File: src/rtl/commit_cu.sv
// Commit control unit: sequences retirement of the ROB head instruction and
// drives RF/store-buffer/CSR side effects, flushes, traps and FENCE/WFI waits.
package expipe_pkg;
  typedef enum logic [4:0] {
    COMM_NONE, COMM_INT_RF, COMM_INT_RF_FP, COMM_FP_RF, COMM_LOAD, COMM_LOAD_FP,
    COMM_STORE, COMM_BRANCH, COMM_JUMP, COMM_CSR, COMM_FENCE, COMM_ECALL,
    COMM_EBREAK, COMM_EXCEPT, COMM_MRET, COMM_WFI
  } comm_type_t;
endpackage

package csr_pkg;
  typedef enum logic [2:0] {
    CSR_OP_NONE, CSR_OP_CSRRW, CSR_OP_CSRRS, CSR_OP_CSRRC
  } csr_op_t;
endpackage

module commit_cu #(
  parameter int FLUSH_LEN = 1,
  parameter bit WFI_EN    = 1'b1
) (
  input  logic                   clk_i,
  input  logic                   rst_i,
  input  logic                   valid_i,
  output logic                   ready_o,
  input  expipe_pkg::comm_type_t comm_type_i,
  input  csr_pkg::csr_op_t       csr_op_i,
  input  logic                   mispredict_i,
  input  logic                   sb_empty_i,
  input  logic                   irq_pending_i,
  input  logic                   csr_req_ready_i,
  output logic                   int_rf_we_o,
  output logic                   fp_rf_we_o,
  output logic                   fp_flags_we_o,
  output logic                   sb_commit_o,
  output logic                   csr_req_valid_o,
  output csr_pkg::csr_op_t       csr_req_op_o,
  output logic                   flush_o,
  output logic                   trap_o,
  output logic                   mret_o,
  output logic                   instret_o
);
  import expipe_pkg::*;
  import csr_pkg::*;

  localparam int CW = $clog2(FLUSH_LEN + 1);

  typedef enum logic [2:0] {COMMIT, WAIT_CSR, WAIT_FENCE, WFI_STALL, FLUSH} state_t;

  state_t          state_q, state_d;
  logic [CW-1:0]   cnt_q, cnt_d;
  csr_op_t         csr_op_q, csr_op_d;

  // NOTE: sequential state uses non-blocking assignments so every register
  // samples the pre-edge values of the others, independent of statement order.
  always_ff @(posedge clk_i or posedge rst_i) begin
    if (rst_i) begin
      state_q  <= COMMIT;
      cnt_q    <= '0;
      csr_op_q <= CSR_OP_NONE;
    end else begin
      state_q  <= state_d;
      cnt_q    <= cnt_d;
      csr_op_q <= csr_op_d;
    end
  end

  assign csr_req_op_o = csr_op_q;

  // NOTE: every signal driven here gets a default first, so no path through
  // the case statements can leave one unassigned and infer a latch.
  always_comb begin
    state_d         = state_q;
    cnt_d           = cnt_q;
    csr_op_d        = csr_op_q;
    ready_o         = 1'b0;
    int_rf_we_o     = 1'b0;
    fp_rf_we_o      = 1'b0;
    fp_flags_we_o   = 1'b0;
    sb_commit_o     = 1'b0;
    csr_req_valid_o = 1'b0;
    flush_o         = 1'b0;
    trap_o          = 1'b0;
    mret_o          = 1'b0;
    instret_o       = 1'b0;

    unique case (state_q)
      COMMIT: begin
        if (valid_i) begin
          ready_o   = 1'b1;
          instret_o = 1'b1;
          case (comm_type_i)
            COMM_INT_RF, COMM_LOAD: int_rf_we_o = 1'b1;
            COMM_INT_RF_FP: begin
              int_rf_we_o   = 1'b1;
              fp_flags_we_o = 1'b1;
            end
            COMM_FP_RF: begin
              fp_rf_we_o    = 1'b1;
              fp_flags_we_o = 1'b1;
            end
            COMM_LOAD_FP: fp_rf_we_o  = 1'b1;
            COMM_STORE:   sb_commit_o = 1'b1;
            COMM_BRANCH:  if (mispredict_i) state_d = FLUSH;
            COMM_JUMP: begin
              int_rf_we_o = 1'b1;
              if (mispredict_i) state_d = FLUSH;
            end
            COMM_CSR: begin
              ready_o   = 1'b0;
              instret_o = 1'b0;
              csr_op_d  = csr_op_i;
              state_d   = WAIT_CSR;
            end
            COMM_FENCE: begin
              if (sb_empty_i) begin
                state_d = FLUSH;
              end else begin
                ready_o   = 1'b0;
                instret_o = 1'b0;
                state_d   = WAIT_FENCE;
              end
            end
            COMM_MRET: begin
              mret_o  = 1'b1;
              state_d = FLUSH;
            end
            COMM_WFI: if (WFI_EN && !irq_pending_i) state_d = WFI_STALL;
            default: begin
              // ECALL/EBREAK/EXCEPT/NONE and any unknown encoding trap.
              instret_o = 1'b0;
              trap_o    = 1'b1;
              state_d   = FLUSH;
            end
          endcase
          if (state_d == FLUSH) cnt_d = CW'(FLUSH_LEN - 1);
        end
      end
      WAIT_CSR: begin
        csr_req_valid_o = 1'b1;
        if (csr_req_ready_i) begin
          ready_o     = 1'b1;
          int_rf_we_o = 1'b1;
          instret_o   = 1'b1;
          state_d     = FLUSH;
          cnt_d       = CW'(FLUSH_LEN - 1);
        end
      end
      WAIT_FENCE: begin
        if (sb_empty_i) begin
          ready_o   = 1'b1;
          instret_o = 1'b1;
          state_d   = FLUSH;
          cnt_d     = CW'(FLUSH_LEN - 1);
        end
      end
      WFI_STALL: if (irq_pending_i) state_d = COMMIT;
      FLUSH: begin
        flush_o = 1'b1;
        if (cnt_q == '0) state_d = COMMIT;
        else             cnt_d   = cnt_q - CW'(1);
      end
      default: state_d = COMMIT;
    endcase
  end
endmodule

File: config.mk
export PLATFORM = sky130hd
export DESIGN_NAME = commit_cu
export DESIGN_NICKNAME = d
export VERILOG_FILES = /design/src/rtl/commit_cu.sv
export SDC_FILE = /design/constraint.sdc
export NUM_CORES = 1
export LEC_CHECK = 0
export ABC_AREA = 1
export CAP_MARGIN = 20
export CORE_MARGIN = 3
export CORE_UTILIZATION = 48
export CTS_BUF_LIST = sky130_fd_sc_hd__clkbuf_4 sky130_fd_sc_hd__clkbuf_8 sky130_fd_sc_hd__clkbuf_16
export DETAILED_ROUTE_END_ITERATION = 12
export GPL_TIMING_DRIVEN = 0
export PLACE_DENSITY = 0.85
export SLEW_MARGIN = 20
export SYNTH_ARGS = -nofsm -noshare
export SYNTH_HDL_FRONTEND = slang
export SYNTH_SLANG_ARGS = --single-unit
File: constraint.sdc
create_clock -name clk_i -period 3.8 [get_ports clk_i]
set_clock_uncertainty 0.05 [all_clocks]
set_input_delay 0.38 -clock clk_i [delete_from_list [all_inputs] [get_ports clk_i]]
set_output_delay 0.38 -clock clk_i [all_outputs]
set_load 0.01 [all_outputs]
==> results, run 1 <==
- The run finished with clean final reports.
- The post-placement worst setup slack is around 1100 ps.
- In the routed layout, each cell is associated on average with a via count of a little over 5.
- For this design the static power due to leakage is ~0.00060 uW.
- The global-route usage over all layers is about a fifth.
- Wires add up to between 2000 and 2500 um.
- The number of antenna cells inserted is 0.
- The count of nets left with antenna violations once routing finished came out at 0.
- The number of placed cells counting well taps is 190.
- For this design the top-level I/O count stands at 28.
- The largest single stage delay on the critical path is about 580 ps.
- The number of clock sinks seen by CTS is 6.
- The number of pins exceeding their max-slew limit in the final report is 0.
- The kind of cell with the highest combined delay on the critical path is buffers and inverters.
- The detailed router finished its first iteration with 42 violations.
- Clock tree synthesis selected as its root buffer the cell sky130_fd_sc_hd__clkbuf_4.
- The type of the worst setup path is input pin to primary output.
- The number of fillers in the final layout is 134.
- Of all nets on the critical path, the largest fanout is 6.
- Summed over all nets, the switching power comes to about 120 uW.
- Once the floorplan was initialized, standard cells occupied a little over half of the core.
- The number of CTS-inserted buffers is 3.
- The congestion estimate from routability-driven global placement came to 0.887.
- A synthesized cell averages between 5 and 6 um^2.
- The synthesized net count is between 150 and 200.
- The HPWL after detailed placement is about 1700 um.
- The standard-cell row count is 14.
- For the worst-skew pair, the clock arrives at the later sink with an insertion delay of 240 ps.
- The number of non-filler instances in the completed layout is slightly below 200.
- STA classifies the critical path startpoint as an input pin.
- Entering global routing, the biggest net connects 11 pins.
- The maximum clock insertion buffer count is 2.
- Summing the areas of all compound-gate instances in the mapped netlist gives 9.78% of the synthesized area.
- The maximum resistive drop on vdd is ~240 uV.
- In the post-route analysis, the smallest setup slack over all paths is 1060 ps.
- Counting flops and latches in the post-synthesis netlist gives 6.
- The DRC violation count after routing is 0.
- In this run, the clock network consumes between 10% and 20% of the power.
- The combined area of all synthesized cells is 793 um^2.
- In the final layout, the share of cells above drive strength 1 is 10.2%.
- Relative to the synthesized area, the layout overhead comes to 39.4%.
- In this run, flip-flops and latches consume between 20% and 30% of the power.
- In this run the critical register-to-register path is captured at csr_req_op_o[2].
- The final setup violation count is 0.
- The clock edge transition at the registers on the reported setup and hold paths is 40 ps.
- The signal on the critical path passes through clkdlybuf4s50_1, inv_2, nand3_1, nor2_1, nor2_1, nand3_2, o21ai_0, nand2_1, clkdlybuf4s50_1.
- The via count of the first global-routing pass came to between 700 and 800.
- The time the final worst path needs with I/O delays and setup is around 2700 ps.
- In this run switching power makes up about two fifths of total power.
- The worst setup path is captured at a primary output.
- The worst-case headroom to the max-slew limit is ~83%.
- The final net count is 194.
- The number of levels in the clock H-tree is 1.
- The die covers between 0.002 and 0.0025 mm^2.
- The synthesized-area fraction occupied by adder cells is 0%.
- Setup repair after global routing left no endpoint under its margin.
- The post-synthesis sequential area ratio is a little under a fifth.
- The quantity of gates resized following cts is 0.
- The fraction of power consumed by combinational cells is between 50 and 60%.
- The count of yosys warnings during synthesis is 0.
- The die extent in y is 46.7 um.
- In the synthesized netlist, the number of instances is ~150.
- The final-report hold violation count is 0.
- After Yosys synthesis, and, or, nand and nor cells account for roughly 58% of the synthesized area.
- The startpoint of the lowest-slack register-to-register path is state_q[2].
- The share of the synthesized netlist area taken by xor and xnor gates is 0%.
- The number of antenna violations at the first check in global routing was 0.
- Setup total negative slack on the finished layout was measured at 0 ps.
- The number of buffers added on ports is 27.
- The first TritonRoute pass finished after 4 iterations.
- The max-capacitance violation count is 0.
- Data on the critical path arrives at its endpoint at 2310 ps.
- Tracing the worst setup path back leads to its startpoint at comm_type_i[0].
- The die is roughly 47 um wide.
- The standard cell core area is 0.00152 mm^2.
- On the final layout, the worst hold slack is 300 ps.
- The number of buffers and inverters on the critical path is 3.
- In the final routed layout, each cell accounts on average for a little over 10 um.
- The mux cell area share after synthesis is 0%.
- The aggregate global routing overflow is 0.
- The detailed router placed slightly below 1,000 vias in this run.
- The largest family of logic cells by synthesized area is simple AND/OR/NAND/NOR gates.
- Power spread over the standard cell area amounts to about 280 mW/mm^2.
- The maximum clock frequency is approximately 370 MHz.
- Data on the critical path is required at its endpoint by 3370 ps.
- The TritonCTS clock tree is yes.
- Of the available clock period, the critical path in the final layout requires 72.0%.
- The count of different cell masters after synthesis is 17.
- The quantity of hold-fixing buffers added after cts is 0.
- The transition at the pin with the smallest max-transition slack is between 200 and 300 ps.
- The internal portion of total power is between 150 and 200 uW.
- The slowest stage of the critical path belongs to the cell sky130_fd_sc_hd__clkdlybuf4s50_1.
- The post-CTS setup-driven buffer insertion count is 0.
- The worst register-to-register path has a depth of 5.
- The setup check on the worst reg-to-reg path leaves a slack of roughly 2200 ps.
- The global-route wire length before repair is roughly 3100 um.
- The worst hold path class is input pin to async pin.
==> power groups by stage <==
stage	sequential, uW	clock (uW)	combinational [uW]
global placement	87.3	0	161
floorplan	90.7	0	83.6
finish	86.9	55.8	166
CTS	86.9	58.8	166
detailed placement	87.7	0	165
global route	88.3	60.4	183
==> cells by family (layout without fill, tap and decap cells) <==
logic type | Yosys count | in the layout
AND/OR/NAND/NOR | 98 | 98
flip-flops | 6 | 6
AO/OA/AOI/OAI | 15 | 15
buffers and inverters | 28 | 58
==> registers in the layout, indices dropped and copies added, names as in the netlist <==
register / flops
csr_req_op_o: 3
state_q: 3
==> placed cells by master (no fill, tap or decap) <==
| master | Yosys | layout |
|---|---|---|
| sky130_fd_sc_hd__nand2_1 | 42 | 42 |
| sky130_fd_sc_hd__clkdlybuf4s50_1 | 0 | 27 |
| sky130_fd_sc_hd__inv_1 | 25 | 25 |
| sky130_fd_sc_hd__nor2_1 | 22 | 22 |
| sky130_fd_sc_hd__nand3_1 | 16 | 16 |
| sky130_fd_sc_hd__o21ai_0 | 9 | 9 |
| sky130_fd_sc_hd__dfrtp_1 | 6 | 6 |
| sky130_fd_sc_hd__a21oi_1 | 5 | 5 |
| sky130_fd_sc_hd__nor2_2 | 4 | 4 |
| sky130_fd_sc_hd__nand3_2 | 4 | 4 |
| sky130_fd_sc_hd__nor2_4 | 3 | 3 |
| sky130_fd_sc_hd__nor3_1 | 3 | 3 |
| sky130_fd_sc_hd__clkbuf_4 | 0 | 3 |
| sky130_fd_sc_hd__inv_2 | 2 | 2 |
| sky130_fd_sc_hd__nand4_1 | 2 | 2 |
| sky130_fd_sc_hd__buf_2 | 1 | 1 |
| sky130_fd_sc_hd__nand2_2 | 1 | 1 |
| sky130_fd_sc_hd__o21a_1 | 1 | 1 |
| sky130_fd_sc_hd__nor4_1 | 1 | 1 |
==> metal layers <==
metal,global-route usage [%],vias to the layer above,wire length [um]
li1,-,527,-
met1,26.9,414,910
met2,32.1,45,924
met3,1.95,2,149
met4,8.29,0,22
met5,0,-,0
==> through the flow <==
| stage | instance area (um^2) | utilization, % | power (uW) |
|---|---|---|---|
| finish | 1110 | 72.6 | 308 |
| global route | 1110 | 72.6 | 332 |
| CTS | 1110 | 72.6 | 312 |
| detailed placement | 1080 | 71.1 | 253 |
| global placement | 1080 | 71.1 | 249 |
| floorplan | 793 | - | 174 |
==> area by class of cell <==
| type | count | area, um^2 | area share (%) |
|---|---|---|---|
| flip-flops and latches | 6 | 150 | 13.6 |
| clock buffers | 3 | 22.5 | 2.04 |
| repair buffers | 27 | 270 | 24.4 |
| well taps | 16 | 20.0 | 1.81 |
| inverters | 27 | 101 | 9.16 |
| plain buffers | 1 | 5.00 | 0.452 |
| multi-input cells | 113 | 537 | 48.5 |
==> how the worst max path moves through the flow <==
stage	end	slack, ps	cells past startpoint
global route	instret_o	930	9
finish	instret_o	1060	9
CTS	trap_o	1080	9
global placement	instret_o	1110	9
floorplan	trap_o	2040	7
detailed placement	trap_o	1080	9
==> cell usage after synthesis <==
library cell	instances	area share, %
sky130_fd_sc_hd__nand3_1	16	10
sky130_fd_sc_hd__nor2_2	4	3.2
sky130_fd_sc_hd__nor4_1	1	0.79
sky130_fd_sc_hd__nand4_1	2	1.6
sky130_fd_sc_hd__o21a_1	1	0.95
sky130_fd_sc_hd__nand2_2	1	0.79
sky130_fd_sc_hd__nor2_1	22	10
sky130_fd_sc_hd__a21oi_1	5	3.2
sky130_fd_sc_hd__dfrtp_1	6	19
sky130_fd_sc_hd__nor3_1	3	1.9
sky130_fd_sc_hd__inv_1	25	12
sky130_fd_sc_hd__o21ai_0	9	5.7
sky130_fd_sc_hd__nand2_1	42	20
sky130_fd_sc_hd__buf_2	1	0.63
sky130_fd_sc_hd__nor2_4	3	4.3
sky130_fd_sc_hd__nand3_2	4	5.0
sky130_fd_sc_hd__inv_2	2	0.95
Power figures use the tool's default switching activity.
==> run 2: changes to the inputs <==
--- a/config.mk
+++ b/config.mk
@@ -8,11 +8,11 @@
 export ABC_AREA = 1
 export CAP_MARGIN = 20
 export CORE_MARGIN = 3
-export CORE_UTILIZATION = 48
+export CORE_UTILIZATION = 44
 export CTS_BUF_LIST = sky130_fd_sc_hd__clkbuf_4 sky130_fd_sc_hd__clkbuf_8 sky130_fd_sc_hd__clkbuf_16
 export DETAILED_ROUTE_END_ITERATION = 12
 export GPL_TIMING_DRIVEN = 0
-export PLACE_DENSITY = 0.85
+export PLACE_DENSITY = 0.79
 export SLEW_MARGIN = 20
 export SYNTH_ARGS = -nofsm -noshare
 export SYNTH_HDL_FRONTEND = slang
==> constraint.sdc (replaced) <==
create_clock -name clk_i -period 2.8 [get_ports clk_i]
set_clock_uncertainty 0.05 [all_clocks]
set_input_delay 0.28 -clock clk_i [delete_from_list [all_inputs] [get_ports clk_i]]
set_output_delay 0.28 -clock clk_i [all_outputs]
set_load 0.01 [all_outputs]
==> results, run 2 (synthesized netlist as in run 1, its figures left out) <==
- The clock edge transition at the registers on the reported setup and hold paths is 40 ps (about the same).
- The critical path is of the input pin to primary output type.
- The largest net degree at the start of global routing is 11 (unchanged).
- The die extent in y is 48.5 um (+3.9%).
- The final setup violation count is 0 (unchanged).
- The worst-case headroom to the max-slew limit is 83.2% (about the same).
- The maximum resistive drop on vdd is 323 uV (+35%).
- The starting density of the core is 49.8% (-2.3 points).
- The critical path data required time came to 2470 ps (-900 ps).
- The quantity of hold-fixing buffers added after cts is 0 (unchanged).
- The placed standard-cell area is 0.00109 mm^2 (+0.92%).
- The worst hold path class is input pin to async pin.
- The post-route worst hold slack is 199 ps (-101 ps).
- The final total negative setup slack is 0 ps (unchanged).
- The via count of the first global-routing pass came to 842 (+8.1%).
- The fraction of final layout cells with drive strength greater than 1 is 10.2% (unchanged).
- The global-route wire length before repair is 3370 um (+7.0%).
- The signal on the critical path passes through clkdlybuf4s50_1, inv_2, nand3_1, nor2_1, nor2_1, nand3_2, o21ai_0, nand2_1, clkdlybuf4s50_1.
- The relative area change from synthesis to final layout is 40.7%.
- The post-route cell area is 0.00112 mm^2 (+0.91%).
- The total routed wirelength is 2130 um (+6.2%).
- The top fanout value on the critical path came to 6 (unchanged).
- The detail-routed via count per cell is 4.98 (-2.8%).
- The max-capacitance violation count came to 0 (unchanged).
- The commonest non-fill, non-tap cell in the layout is sky130_fd_sc_hd__nand2_1.
- The number of buffers added on ports came to 27 (unchanged).
- The standard-cell row count is 14 (unchanged).
- The share of total power in sequential cells is 28.2% (about the same).
- The boundary pin count is 28 (unchanged).
- The mean routed wirelength per cell was 10.6 um (+2.0%).
- The number of fillers in the final layout is 139 (+3.7%).
- The first-pass iteration count of the detailed router is 4 (unchanged).
- The number of CTS-inserted buffers is 3 (unchanged).
- The routed via count is 1,000 (+1.2%).
- The number of clock sinks seen by CTS is 6 (unchanged).
- The share of power burned in the clock network is 17.7% (-0.4 points).
- The leakage power figure is 0.000600 uW (unchanged).
- The fraction of power spent switching nets is 38.0% (-0.25 points).
- The number of antenna violations at the first check in global routing is 0 (unchanged).
- The power density over the cells is 373 mW/mm^2 (+34%).
- The final weighted congestion in routability-driven placement is 0.905 (+2.1%).
- The final net count came to 194 (unchanged).
- The quantity of gates resized following cts is 0 (unchanged).
- The transition at the pin with the smallest max-transition slack is 251 ps (-0.101 ps).
- The fraction of power consumed by combinational cells is 54.1% (+0.3 points).
- The number of pins exceeding their max-slew limit in the final report came to 0 (unchanged).
- The standard cell core area is 0.00159 mm^2 (+4.6%).
- The aggregate global routing overflow is 0 (unchanged).
- The internal portion of total power is 258 uW (+36%).
- Setup repair after global routing left no endpoint under its margin.
- The delay contributed by the slowest stage of the critical path is 570 ps (about the same).
- The count of antenna-violating nets left after detailed routing is 0 (unchanged).
- The number of levels in the clock H-tree is 1 (unchanged).
- The final-report hold violation count is 0 (unchanged).
- The number of design-rule violations left by the first detailed-router iteration came to 44 (+4.8%).
- The DRC violation count after routing is 0 (unchanged).
- TritonCTS built the clock tree.
- The root buffer selected by CTS is sky130_fd_sc_hd__clkbuf_4.
- The data arrival time at the worst-slack endpoint came to 2200 ps (-110 ps).
- The maximum clock frequency is just under 400 MHz.
- The run finished with clean final reports.
- In the layout the commonest cells are sky130_fd_sc_hd__nand2_1, sky130_fd_sc_hd__clkdlybuf4s50_1, sky130_fd_sc_hd__inv_1, sky130_fd_sc_hd__nor2_1, sky130_fd_sc_hd__nand3_1.
- The worst setup path is launched from an input pin.
- The net switching power figure is 158 uW (+34%).
- The period utilization is about nine tenths.
- The full die area came to 0.00235 mm^2 (+7.9%).
- The time the final worst path needs with I/O delays and setup is around 2500 ps.
- The global-route usage over all layers came to 17.8% (-2.2 points).
- The horizontal extent of the die is 48.5 um (+3.9%).
- The maximum clock insertion buffer count is 2 (unchanged).
- The latest clock arrival within the worst-skew pair is 240 ps (about the same).
- The worst setup path is captured at a primary output.
- The worst-path cell with the longest stage delay is sky130_fd_sc_hd__clkdlybuf4s50_1.
- The post-CTS setup-driven buffer insertion count is 0 (unchanged).
- The half-perimeter wire length after placement is 1840 um (+8.1%).
- The number of antenna cells inserted is 0 (unchanged).
==> run 2: area by class of cell <==
class	count	area (um^2)	area share, %
multi-input combinational	113	537	48.1
timing repair buffer	27	270	24.2
sequential	6	150	13.5
inverter	27	101	9.08
tap	24	30.0	2.69
clock buffer	3	22.5	2.02
buffer	1	5.00	0.448
==> run 2: final timing paths <==
check	from	endpoint	slack, ps	cells after the start
max	comm_type_i[0]	instret_o	270	9
min	rst_i	state_q[2]	200	2
max reg2reg	state_q[2]	csr_req_op_o[2]	1240	6
min reg2reg	csr_req_op_o[1]	csr_req_op_o[1]	440	2
max in group asynchronous	rst_i	csr_req_op_o[1]	2320	2
min in group clk_i	csr_req_op_o[1]	csr_req_op_o[1]	440	2
==> run 2: power by group through the flow <==
stage | logic, uW | registers [uW] | clock network (uW)
floorplan | 113 | 123 | 0
global placement | 220 | 119 | 0
detailed placement | 226 | 119 | 0
CTS | 227 | 118 | 77.7
global route | 248 | 120 | 84.7
finish | 225 | 118 | 73.6
==> run 2: metal layers <==
layer / wire (um) / track usage (%) / vias up
met5: 0 / 0 / -
met4: 17 / 7.11 / 0
met3: 147 / 3.07 / 2
met2: 1020 / 31.7 / 39
met1: 945 / 21.1 / 433
li1: - / - / 526
==> run 2: metrics by stage <==
step | cells | setup WS (ps) | power (uW) | utilization (%)
final | 201 | 275 | 417 | 70.0
after global routing | 201 | 75.3 | 453 | 70.0
after CTS | 201 | 271 | 422 | 70.0
after detailed placement | 198 | 275 | 345 | 68.6
after global placement | 198 | 307 | 339 | 68.6
after floorplan | 147 | 1200 | 237 | -
==> run 2: worst max-delay path, delay by kind of cell <==
kind,cells,cell delay (ps)
AOI/OAI and AO/OA,1,180
buffers and inverters,3,1110
and+or+nand+nor,5,630
